<file path="config.mk">
export PLATFORM = sky130hd
export DESIGN_NAME = ucie_ctl_sb_rx_packet_receiver_flat
export DESIGN_NICKNAME = d
export VERILOG_FILES = /design/src/rtl/ucie_ctl_sb_pkg.sv /design/src/rtl/ucie_ctl_sb_rx_packet_receiver_if.sv /design/src/rtl/ucie_ctl_sb_rx_packet_receiver.sv /design/src/flat_wrapper.sv
export SDC_FILE = /design/constraint.sdc
export NUM_CORES = 1
export LEC_CHECK = 0
export CORE_MARGIN = 10
export CORE_UTILIZATION = 35
export DETAILED_ROUTE_END_ITERATION = 12
export GPL_TIMING_DRIVEN = 0
export PLACE_DENSITY = 0.64
export SLEW_MARGIN = 20
export SYNTH_ARGS = -nofsm -noshare
export SYNTH_HDL_FRONTEND = slang
export SYNTH_SLANG_ARGS = --single-unit
</file>
<file path="constraint.sdc">
create_clock -name i_clk -period 3.2 [get_ports i_clk]
set_input_delay 0.48 -clock i_clk [delete_from_list [all_inputs] [get_ports i_clk]]
set_output_delay 0.48 -clock i_clk [all_outputs]
set_load 0.05 [all_outputs]
</file>
<file path="src/rtl/ucie_ctl_sb_pkg.sv">
// Shared sideband definitions used by the TX sender and RX receiver.
//   SB_PHASE_W            : width of one sideband message phase
//   ST_IDLE / ST_COLLECT  : deserializer FSM encoding
//   sb_nc_legal()         : true for the supported RDI config bus widths
package ucie_ctl_sb_pkg;

  localparam int SB_PHASE_W = 32;

  localparam logic [0:0] ST_IDLE    = 1'b0;
  localparam logic [0:0] ST_COLLECT = 1'b1;

  function automatic bit sb_nc_legal(input int nc);
    return (nc == 8) || (nc == 16) || (nc == 32);
  endfunction

endpackage

</file>
<file path="src/rtl/ucie_ctl_sb_rx_packet_receiver_if.sv">
// Sideband RX bus between the RDI config stream, the packet receiver and
// the downstream message decoder.
//   i_rdi_pl_cfg / i_rdi_pl_cfg_vld : incoming NC-bit chunk and its valid
//   i_phase_ack                     : consumer accepts the presented phase
//   o_phase_received / o_phase_vld  : assembled 32-bit phase, level valid
//   o_frame_err / o_overrun         : one-cycle error pulses
//   o_busy                          : partial phase in progress
// slave  : the receiver side; master : the stimulus/consumer side.
interface ucie_ctl_sb_rx_packet_receiver_if
  import ucie_ctl_sb_pkg::*;
#(
  parameter int NC = 8
);

  logic [NC-1:0]         i_rdi_pl_cfg;
  logic                  i_rdi_pl_cfg_vld;
  logic                  i_phase_ack;
  logic [SB_PHASE_W-1:0] o_phase_received;
  logic                  o_phase_vld;
  logic                  o_frame_err;
  logic                  o_overrun;
  logic                  o_busy;

  modport slave (
    input  i_rdi_pl_cfg, i_rdi_pl_cfg_vld, i_phase_ack,
    output o_phase_received, o_phase_vld, o_frame_err, o_overrun, o_busy
  );

  modport master (
    output i_rdi_pl_cfg, i_rdi_pl_cfg_vld, i_phase_ack,
    input  o_phase_received, o_phase_vld, o_frame_err, o_overrun, o_busy
  );

endinterface

</file>
<file path="src/rtl/ucie_ctl_sb_rx_packet_receiver.sv">
// Sideband RX deserializer. Collects NC-bit chunks (LSB chunk first) from
// the RDI config bus into 32-bit phases and presents each completed phase
// with a level valid that is held until acknowledged.
// Ports:
//   i_clk, i_rst : clock, asynchronous active-high reset
//   bus          : ucie_ctl_sb_rx_packet_receiver_if.slave (see interface)
module ucie_ctl_sb_rx_packet_receiver
  import ucie_ctl_sb_pkg::*;
#(
  parameter int NC = 8
) (
  input  logic                                   i_clk,
  input  logic                                   i_rst,
  ucie_ctl_sb_rx_packet_receiver_if.slave        bus
);

  localparam int COUNT = SB_PHASE_W / NC - 1;
  localparam int CW    = (COUNT > 0) ? $clog2(COUNT + 1) : 1;
  localparam logic [CW-1:0] LAST = CW'(COUNT);
  localparam logic [CW-1:0] ONE  = CW'(1);

  generate
    if (!sb_nc_legal(NC)) begin : g_bad_nc
      $error("ucie_ctl_sb_rx_packet_receiver: NC must be 8, 16 or 32");
    end
  endgenerate

  logic [0:0]            state_q, state_d;
  logic [CW-1:0]         cnt_q, cnt_d;
  logic [SB_PHASE_W-1:0] asm_q, asm_d;
  logic [SB_PHASE_W-1:0] phase_q, phase_d;
  logic                  pvld_q, pvld_d;
  logic                  ferr_q, ferr_d;
  logic                  ovr_q, ovr_d;

  logic [CW-1:0]         wr_idx;
  logic [SB_PHASE_W-1:0] merged;
  logic                  complete;

  // Current assembly with the incoming chunk dropped into place. Outside
  // COLLECT the base is zero, which clears stale bits at each phase start.
  always_comb begin
    wr_idx = (state_q == ST_COLLECT) ? cnt_q : '0;
    merged = (state_q == ST_COLLECT) ? asm_q : '0;
    merged[int'(wr_idx) * NC +: NC] = bus.i_rdi_pl_cfg;
  end

  always_comb begin
    state_d  = state_q;
    cnt_d    = cnt_q;
    asm_d    = asm_q;
    ferr_d   = 1'b0;
    complete = 1'b0;
    case (state_q)
      ST_IDLE: begin
        if (bus.i_rdi_pl_cfg_vld) begin
          if (COUNT == 0) begin
            complete = 1'b1;
          end else begin
            asm_d   = merged;
            cnt_d   = ONE;
            state_d = ST_COLLECT;
          end
        end
      end
      default: begin
        if (bus.i_rdi_pl_cfg_vld) begin
          asm_d = merged;
          if (cnt_q == LAST) begin
            complete = 1'b1;
            cnt_d    = '0;
            state_d  = ST_IDLE;
          end else begin
            cnt_d = cnt_q + ONE;
          end
        end else begin
          // Valid dropped inside a phase: abandon the partial data.
          ferr_d  = 1'b1;
          cnt_d   = '0;
          asm_d   = '0;
          state_d = ST_IDLE;
        end
      end
    endcase
  end

  // Completion wins over ack, so a same-cycle ack+complete keeps valid high.
  always_comb begin
    phase_d = complete ? merged : phase_q;
    pvld_d  = complete ? 1'b1 : (pvld_q & ~bus.i_phase_ack);
    ovr_d   = complete & pvld_q & ~bus.i_phase_ack;
  end

  always_ff @(posedge i_clk or posedge i_rst) begin
    if (i_rst) begin
      state_q <= ST_IDLE;
      cnt_q   <= '0;
      asm_q   <= '0;
      phase_q <= '0;
      pvld_q  <= 1'b0;
      ferr_q  <= 1'b0;
      ovr_q   <= 1'b0;
    end else begin
      state_q <= state_d;
      cnt_q   <= cnt_d;
      asm_q   <= asm_d;
      phase_q <= phase_d;
      pvld_q  <= pvld_d;
      ferr_q  <= ferr_d;
      ovr_q   <= ovr_d;
    end
  end

  assign bus.o_phase_received = phase_q;
  assign bus.o_phase_vld      = pvld_q;
  assign bus.o_frame_err      = ferr_q;
  assign bus.o_overrun        = ovr_q;
  assign bus.o_busy           = (state_q == ST_COLLECT);

endmodule

</file>
<file path="src/flat_wrapper.sv">
// flat-port wrapper written by rule: the top's interface ports become plain ports
module ucie_ctl_sb_rx_packet_receiver_flat import ucie_ctl_sb_pkg::*;
#(
  parameter int NC = 8
)
  (i_clk, i_rst, bus_i_rdi_pl_cfg, bus_i_rdi_pl_cfg_vld, bus_i_phase_ack, bus_o_phase_received, bus_o_phase_vld, bus_o_frame_err, bus_o_overrun, bus_o_busy);
  ucie_ctl_sb_rx_packet_receiver_if #(.NC(NC)) bus_i ();
  input  logic i_clk;
  input  logic i_rst;
  input wire logic [$bits(bus_i.i_rdi_pl_cfg)-1:0] bus_i_rdi_pl_cfg;
  input wire logic [$bits(bus_i.i_rdi_pl_cfg_vld)-1:0] bus_i_rdi_pl_cfg_vld;
  input wire logic [$bits(bus_i.i_phase_ack)-1:0] bus_i_phase_ack;
  output wire logic [$bits(bus_i.o_phase_received)-1:0] bus_o_phase_received;
  output wire logic [$bits(bus_i.o_phase_vld)-1:0] bus_o_phase_vld;
  output wire logic [$bits(bus_i.o_frame_err)-1:0] bus_o_frame_err;
  output wire logic [$bits(bus_i.o_overrun)-1:0] bus_o_overrun;
  output wire logic [$bits(bus_i.o_busy)-1:0] bus_o_busy;
  assign bus_i.i_rdi_pl_cfg = bus_i_rdi_pl_cfg;
  assign bus_i.i_rdi_pl_cfg_vld = bus_i_rdi_pl_cfg_vld;
  assign bus_i.i_phase_ack = bus_i_phase_ack;
  assign bus_o_phase_received = bus_i.o_phase_received;
  assign bus_o_phase_vld = bus_i.o_phase_vld;
  assign bus_o_frame_err = bus_i.o_frame_err;
  assign bus_o_overrun = bus_i.o_overrun;
  assign bus_o_busy = bus_i.o_busy;
  ucie_ctl_sb_rx_packet_receiver #(.NC(NC)) u_core (.i_clk(i_clk), .i_rst(i_rst), .bus(bus_i));
endmodule
</file>
* Yosys cells after proc, flatten, opt, wreduce, memory -nomap -nowiden *
Index checks and enable logic that the tools add are counted.

storage, ports and cells
  flip-flop bits (word level) = 70
  input bits = 12
  output and inout port bits = 36
  logic and storage cells = 37

cells by class
  add/subtract/negate cells = 2
  equal/unequal tests = 1
  shift operators = 2
  mux-type cells = 20
  bitwise gates (word level) = 4
  reductions and logical operators = 1

operators by type and width
  kind                       count
  $mux W32                   4
  $neg A5 Y33                1
  $shift A8 B33 Y32 const A  1
  $shiftx A8 B33 Y32         1
  $bwmux W32                 1
  $mux W1                    10
  $mux W2                    5
  $and A1 B1 Y1              3
  $add A2 B1 Y2 const B      1
  $eq A2 B2 Y1 const B       1
  $reduce_bool A2 Y1         1
  $not A1 Y1                 1

* Depth between registers and ports, before layout *
Gate-level depths: netlist of run 1.

  word-level depth = 6
  gate-level depth with buffers = 10
  depth with buffers taken out = 6

* Least setup slack after synthesis of run 1 *
Ideal clock, no wire load.

  path type = register to register
  from = register u_core.state_q, in the netlist u_core.bus.o_busy
  to = register u_core.phase_q[31], in the netlist u_core.bus.o_phase_received[31]
  setup time = 0.125 ns
  data arrival time = 2.267 ns
  required time = 3.075 ns
  setup slack = 0.808 ns
  cell stages (with the launch flop) = 8
  buffers on the path = 2
  period minus slack after synthesis = 2.392 ns
  path through = dfrtp_1 -> buf_2 -> nand2_1 -> ha_1 -> and4_1 -> clkbuf_1 -> a22o_1 -> mux2_2

on the way
  word-level cells in the longest chain between the ends = 4
  elaborated cells on any way between the ends = 7
  classes of those cells = add/sub (1); shift (2); mux (4)

RTL lines
  item                                                     RTL line                               source
  start, declared                                          ucie_ctl_sb_rx_packet_receiver.sv:28   logic [0:0] state_q, state_d;
  start signal, assigned                                   ucie_ctl_sb_rx_packet_receiver.sv:104  state_q <= state_d;
  $mux W2                                                  ucie_ctl_sb_rx_packet_receiver.sv:43   wr_idx = (state_q == ST_COLLECT) ? cnt_q : '0;
  $neg A5 Y33                                              ucie_ctl_sb_rx_packet_receiver.sv:45   merged[int'(wr_idx) * NC +: NC] = bus.i_rdi_pl_cfg;
  $shiftx A8 B33 Y32 or $shift A8 B33 Y32 (tied branches)  ucie_ctl_sb_rx_packet_receiver.sv:45
  $bwmux W32                                               ucie_ctl_sb_rx_packet_receiver.sv:45
  end signal, assigned                                     ucie_ctl_sb_rx_packet_receiver.sv:107  phase_q <= phase_d;
  end, declared                                            ucie_ctl_sb_rx_packet_receiver.sv:31   logic [SB_PHASE_W-1:0] phase_q, phase_d;

Parallel ways exist; a longest one is shown, timed or not.
A chain may end at the register's enable or synchronous reset.

* Final worst setup path of run 1 *
Ends and elaborated chain as after synthesis.

==> impl_metrics.ini, run 1 <==
[setup_path]
cp-end-kind = flop
critPathKind = reg2reg
arrival_ps = 2660
crit_path_max_fanout = 10
crit_required_ps = 3440
crit_path_start_kind = flop

[cells_and_area]
fin_cells = 466
area_growth_pct = 26.37
drive_gt1_share_pct = 8.939
insertedDiodeCount = 0
finalInstanceArea_um2 = 3904
nNetsFinal = 369

[route]
drc_errors = 0
wl_per_cell_um = 17.43
vias = 2463
drt_iter0_markers = 154
wl_mm = 8.123
dr.pass1.iters = 4
viasPerCell = 5.285
ant_nets = 0

[synthesis]
synthCells = 294
synth_xor_xnor_area_share_pct = 0
synth_compound_area_share_pct = 20.74
synth_cell_type_count = 31
synth_top_family_by_area = compound AO/OA/AOI/OAI gates
synth_area_um2 = 3089
synthMuxAreaShare_pct = 0.3645
synth_seq_cells = 70
yosysSeqAreaShare_pct = 56.70
syn_nets = 310
synthAdderAreaFrac_pct = 1.620
syn_avg_cell_area_um2 = 10.51
yosysWarnings = 0
synthSimpleGateAreaFrac_pct = 16.08

[sta]
max_freq_ghz = 0.4134
slew_headroom_pct = 56.36
min_period_ps = 2419
hold_viol = 0
rsz0062_at_grt = false
tightest_slew_ps = 650.2
finalClockSkew_ps = 6.407
min_period_over_period_pct = 75.60
slew_viol_final = 0
finalSetupViolCount = 0

[floorplan]
row_count = 34
core_um2 = 8636
initial_core_util_pct = 35.77
die_w_um = 114.0
io_pins = 48
dieArea_um2 = 12980
die_height_um = 114.0

[global_routing]
grt_pass1_vias = 2560
grt_pass1_wl_mm = 13.44
grt_use_total_pct = 12.88
overflow = 0
antenna_found_initial = 0
grt_max_degree = 45

[placement]
place_congestion = 0.8099
dp.cells = 450
hpwl_mm = 5.700
port_buffers = 47
postPlaceCellArea_um2 = 3717

[pwr]
powerDensity_nw_per_um2 = 903.8
peakVddDrop_mv = 0.5160
leakage_nw = 1.730
power_mw = 3.528

[clock_tree]
postCtsHoldBufs = 0
clock-root-buffer = clkbuf_8
cts_buffers = 9
cts_tree = built
clk_pin_slew_ps = 70
clk_path_buf_depth = 2
post_cts_resized = 0
worstSkewPairLatency_ps = 350
clock_sinks = 70
cts.htree.levels = 3
post_cts.repair.setup_buffers = 0

[outcome]
status = complete, no violations

[worst_hold_path]
hold_path.class = in2async

[flow_run]
maxCapViolations = 0
## routing by layer
metal | share of wire [%] | vias to the layer above | GRT usage [%] | wire length, um
li1 | - | 1169 | - | -
met1 | 44 | 1218 | 16.42 | 3613
met2 | 47 | 63 | 19.78 | 3834
met3 | 6.5 | 13 | 4.042 | 530
met4 | 1.8 | 0 | 5.263 | 144
met5 | 0 | - | 0 | 0
## area by class of cell
type	count	area, um^2
Sequential cell	70	1752
Timing Repair Buffer	48	490.5
Buffer	20	97.59
Clock inverter	3	17.52
Fill cell	843	4732
Multi-Input combinational cell	193	1199
Inverter	11	43.79
Clock buffer	13	168.9
Tap cell	108	135.1
## logic make-up after synthesis
| family | Yosys count |
|---|---|
| flip-flops | 70 |
| multiplexers | 1 |
| AND/OR/NAND/NOR | 99 |
| adder cells (fa/ha/maj) | 4 |
| AO/OA/AOI/OAI | 89 |
| buffers and inverters | 31 |
## worst paths after layout
check / startpoint / end / slack [ps] / cells past startpoint
setup / recovery: u_core.bus.o_busy / u_core.bus.o_phase_received[31] / 780 / 7
hold / removal: i_rst / u_core.bus.o_frame_err / 450 / 2
setup reg to reg: u_core.bus.o_busy / u_core.bus.o_phase_received[31] / 780 / 7
hold reg to reg: u_core.bus.o_phase_received[9] / u_core.bus.o_phase_received[9] / 500 / 2
max in group asynchronous: i_rst / u_core.bus.o_phase_received[21] / 2200 / 3
min in group i_clk: u_core.bus.o_phase_received[9] / u_core.bus.o_phase_received[9] / 500 / 2
## power by group
part	switching (mW)	internal, mW
clock	0.339	0.343
sequential	0.123	1.11
combinational	1.10	0.513
total	1.57	1.96
## placed cells by master, fill, tap and decap left out, types with 5 or more instances in the layout
cell type         n
nand3_1          17
dfrtp_1          70
nor2b_1          11
a22o_1           26
nor2_1           52
clkdlybuf4s50_1  47
a21oi_1          32
buf_2             6
o2bb2ai_1         8
clkbuf_1         10
clkbuf_8         12
a221oi_1         15
o21ai_1           5
inv_1             9
## synth_stat cells
library cell,number,area (um^2)
dfrtp_1,70,1752
nor2_1,52,195.2
a21oi_1,32,160.2
a22o_1,26,227.7
nand3_1,17,85.08
a221oi_1,15,131.4
nor2b_1,11,68.82
inv_1,10,37.54
clkbuf_1,9,33.78
o2bb2ai_1,8,70.07
buf_2,6,30.03
o21ai_1,5,25.02
and2_1,4,25.02
ha_1,4,50.05
nand2_1,4,15.01
buf_1,3,11.26
buf_6,2,22.52
nand2b_1,2,12.51
nor3b_2,2,25.02
a21boi_0,1,7.510
a21boi_2,1,11.26
and3_1,1,6.260
and4_1,1,8.760
and4b_1,1,10.01
inv_2,1,3.750
mux2_2,1,11.26
nand4_1,1,6.260
nand4b_1,1,8.760
nor4b_4,1,23.77
o21a_1,1,7.510
or2_2,1,6.260
## worst max-delay path, stage by stage, from the launching register on
cell,delay [ps]
dfrtp_1,510
buf_2,260
nand2_1,120
ha_1,420
and4_1,220
clkbuf_1,210
a22o_1,310
mux2_2,260
## registers in the layout, indices dropped and copies added (netlist names)
register	flops
u_core.asm_q	32
u_core.bus.o_phase_received	32
u_core.cnt_q	2
u_core.bus.o_busy	1
u_core.bus.o_frame_err	1
u_core.bus.o_overrun	1
u_core.bus.o_phase_vld	1
## stage by stage
| step | hold WS, ps | worst slack [ps] | utilization, % | setup TNS, ps |
|---|---|---|---|---|
| after floorplan | 457.1 | 807.9 | - | 0 |
| after global placement | 471.3 | -213.8 | 42.78 | -14690 |
| after detailed placement | 477.7 | 829.6 | 43.05 | 0 |
| after CTS | 457.7 | 807.5 | 45.20 | 0 |
| after global routing | 486.0 | 598.5 | 45.20 | 0 |
| final | 452.7 | 780.9 | 45.20 | 0 |
Power figures use the tool's default switching activity.
==> inputs of run 2 (changes only) <==
PLACE_DENSITY = 0.66   (was 0.64)
clock period = 2 ns   (was 3.2 ns; I/O delays follow)
==> impl_metrics.ini, run 2 (synthesized netlist as in run 1, its figures left out) <==
[sta]
tightest_slew_ps = 645.5
hold_viol = 0
max_freq_ghz = 0.5174
rsz0062_at_grt = true
slew_viol_final = 0
min_period_ps = 1933
slew_headroom_pct = 56.68
min_period_over_period_pct = 96.64
finalSetupViolCount = 0
finalClockSkew_ps = 8.621
final.setup.tns_ps = 0

[flow_run]
maxCapViolations = 0

[setup_path]
startpoint = u_core.cnt_q[1]
arrival_ps = 2160
crit_path_start_kind = flop
reg2reg_depth = 7
cp-end-kind = flop
r2r-end = u_core.bus.o_phase_received[11]
critPathKind = reg2reg
timing.rr.start = u_core.cnt_q[1]
r2r_slack_ps = 70
crit_required_ps = 2220
crit_path_max_fanout = 10

[floorplan]
io_pins = 48
core_um2 = 8636
initial_core_util_pct = 35.77
row_count = 34
dieArea_um2 = 12980
die_w_um = 114.0
die_height_um = 114.0

[clock_tree]
postCtsHoldBufs = 0
clock_sinks = 70
cts_buffers = 9
clk_path_buf_depth = 2
worstSkewPairLatency_ps = 350
cts.htree.levels = 3
cts_tree = built
clk_pin_slew_ps = 70
clock-root-buffer = clkbuf_8

[global_routing]
grt_use_total_pct = 12.84
top_usage_layer = met2
use_met1_pct = 17.15
antenna_found_initial = 0
use_met2_pct = 18.68
globalRouteMet3Util_pct = 3.360
grt_max_degree = 33
grt_pass1_wl_mm = 13.46
overflow = 0
grt_pass1_vias = 2555

[outcome]
status = complete, no violations

[cells_and_area]
final_util_pct = 47.48
final_common_cell = dfrtp_1
drive_gt1_share_pct = 18.61
nNetsFinal = 372
final_cell_mix = dfrtp_1, nor2_1, clkdlybuf4s50_1
insertedDiodeCount = 0
area_growth_pct = 32.73

[route]
vias = 2518
drc_errors = 0
dr.pass1.iters = 4
viasPerCell = 5.380
drt_iter0_markers = 117
wl_mm = 8.160
ant_nets = 0
wl_per_cell_um = 17.44

[placement]
hpwl_mm = 5.676
port_buffers = 47
place_congestion = 0.8214

[pwr]
leakage_nw = 1.847
peakVddDrop_mv = 0.7223
powerDensity_nw_per_um2 = 1375

[worst_hold_path]
hold_path.class = in2async
-- run 2: cell count changes in the layout (fill, tap and decap cells not counted), moves of 3 or more --
cell and delta:
a221oi_1 -11, a221oi_2 +11, buf_4 +4, buf_6 +4, clkbuf_1 -3, clkbuf_8 -3, nor2b_1 -8, nor2b_2 +4
nor2b_4 +4
-- run 2: cell type report --
class | count | area [um^2]
Buffer | 17 | 107.6
Timing Repair Buffer | 54 | 554.3
Multi-Input combinational cell | 193 | 1349
Clock buffer | 10 | 127.6
Sequential cell | 70 | 1754
Tap cell | 108 | 135.1
Inverter | 11 | 45.04
Fill cell | 794 | 4536
Clock inverter | 5 | 27.53
-- run 2: worst max-delay path, cell delays in order (launching register included) --
cell      delay (ps)
dfrtp_1          390
buf_6            140
and2_1           170
buf_6            150
ha_4             320
and4b_4          270
a221oi_2         300
nor2_1            80
-- run 2: through the flow --
step | total power [mW] | worst slack [ps] | hold slack [ps] | instances | area (um^2)
final | 5.637 | 67.20 | 250.5 | 468 | 4100
after global routing | 5.937 | -31.71 | 266.6 | 468 | 4100
after CTS | 5.637 | -11.42 | 250.3 | 465 | 3981
after detailed placement | 4.628 | -282.9 | 478.3 | 451 | 3759
after global placement | 4.590 | -210.3 | 471.1 | 449 | 3719
after floorplan | 3.716 | -61.69 | 439.9 | 294 | 3113
-- run 2: worst max-delay path by stage --
| stage | to | slack, ps | depth (start not counted) |
|---|---|---|---|
| 3_5_place_dp | u_core.asm_q[6] | -280 | 8 |
| 6_report | u_core.bus.o_phase_received[11] | 70 | 7 |
| 5_1_grt | u_core.bus.o_phase_received[12] | -30 | 7 |
| 2_1_floorplan | u_core.bus.o_phase_received[31] | -60 | 7 |
| 3_3_place_gp | u_core.bus.o_phase_received[28] | -210 | 7 |
| 4_1_cts | u_core.asm_q[22] | -10 | 6 |
-- run 2: report_power, final --
group / internal [mW] / switching [mW] / leakage, nW
logic: 0.893 / 1.82 / 0.858
clock network: 0.434 / 0.523 / 0.0817
registers: 1.77 / 0.195 / 0.907
-- run 2: layer usage --
metal	wire length (um)	up-vias	share of wire, %
met5	0	-	0
met2	3831	73	47
met1	3701	1254	45
li1	-	1180	-
met3	486	11	6.0
met4	140	0	1.7
-- run 2: what timing repair did --
item | 4_1_cts | 5_1_grt
resized for setup | 21 | 24
cloned | 0 | 1
setup endpoints to repair | 62 | 63
setup buffers | 2 | 2
pin swaps | 1 | 5
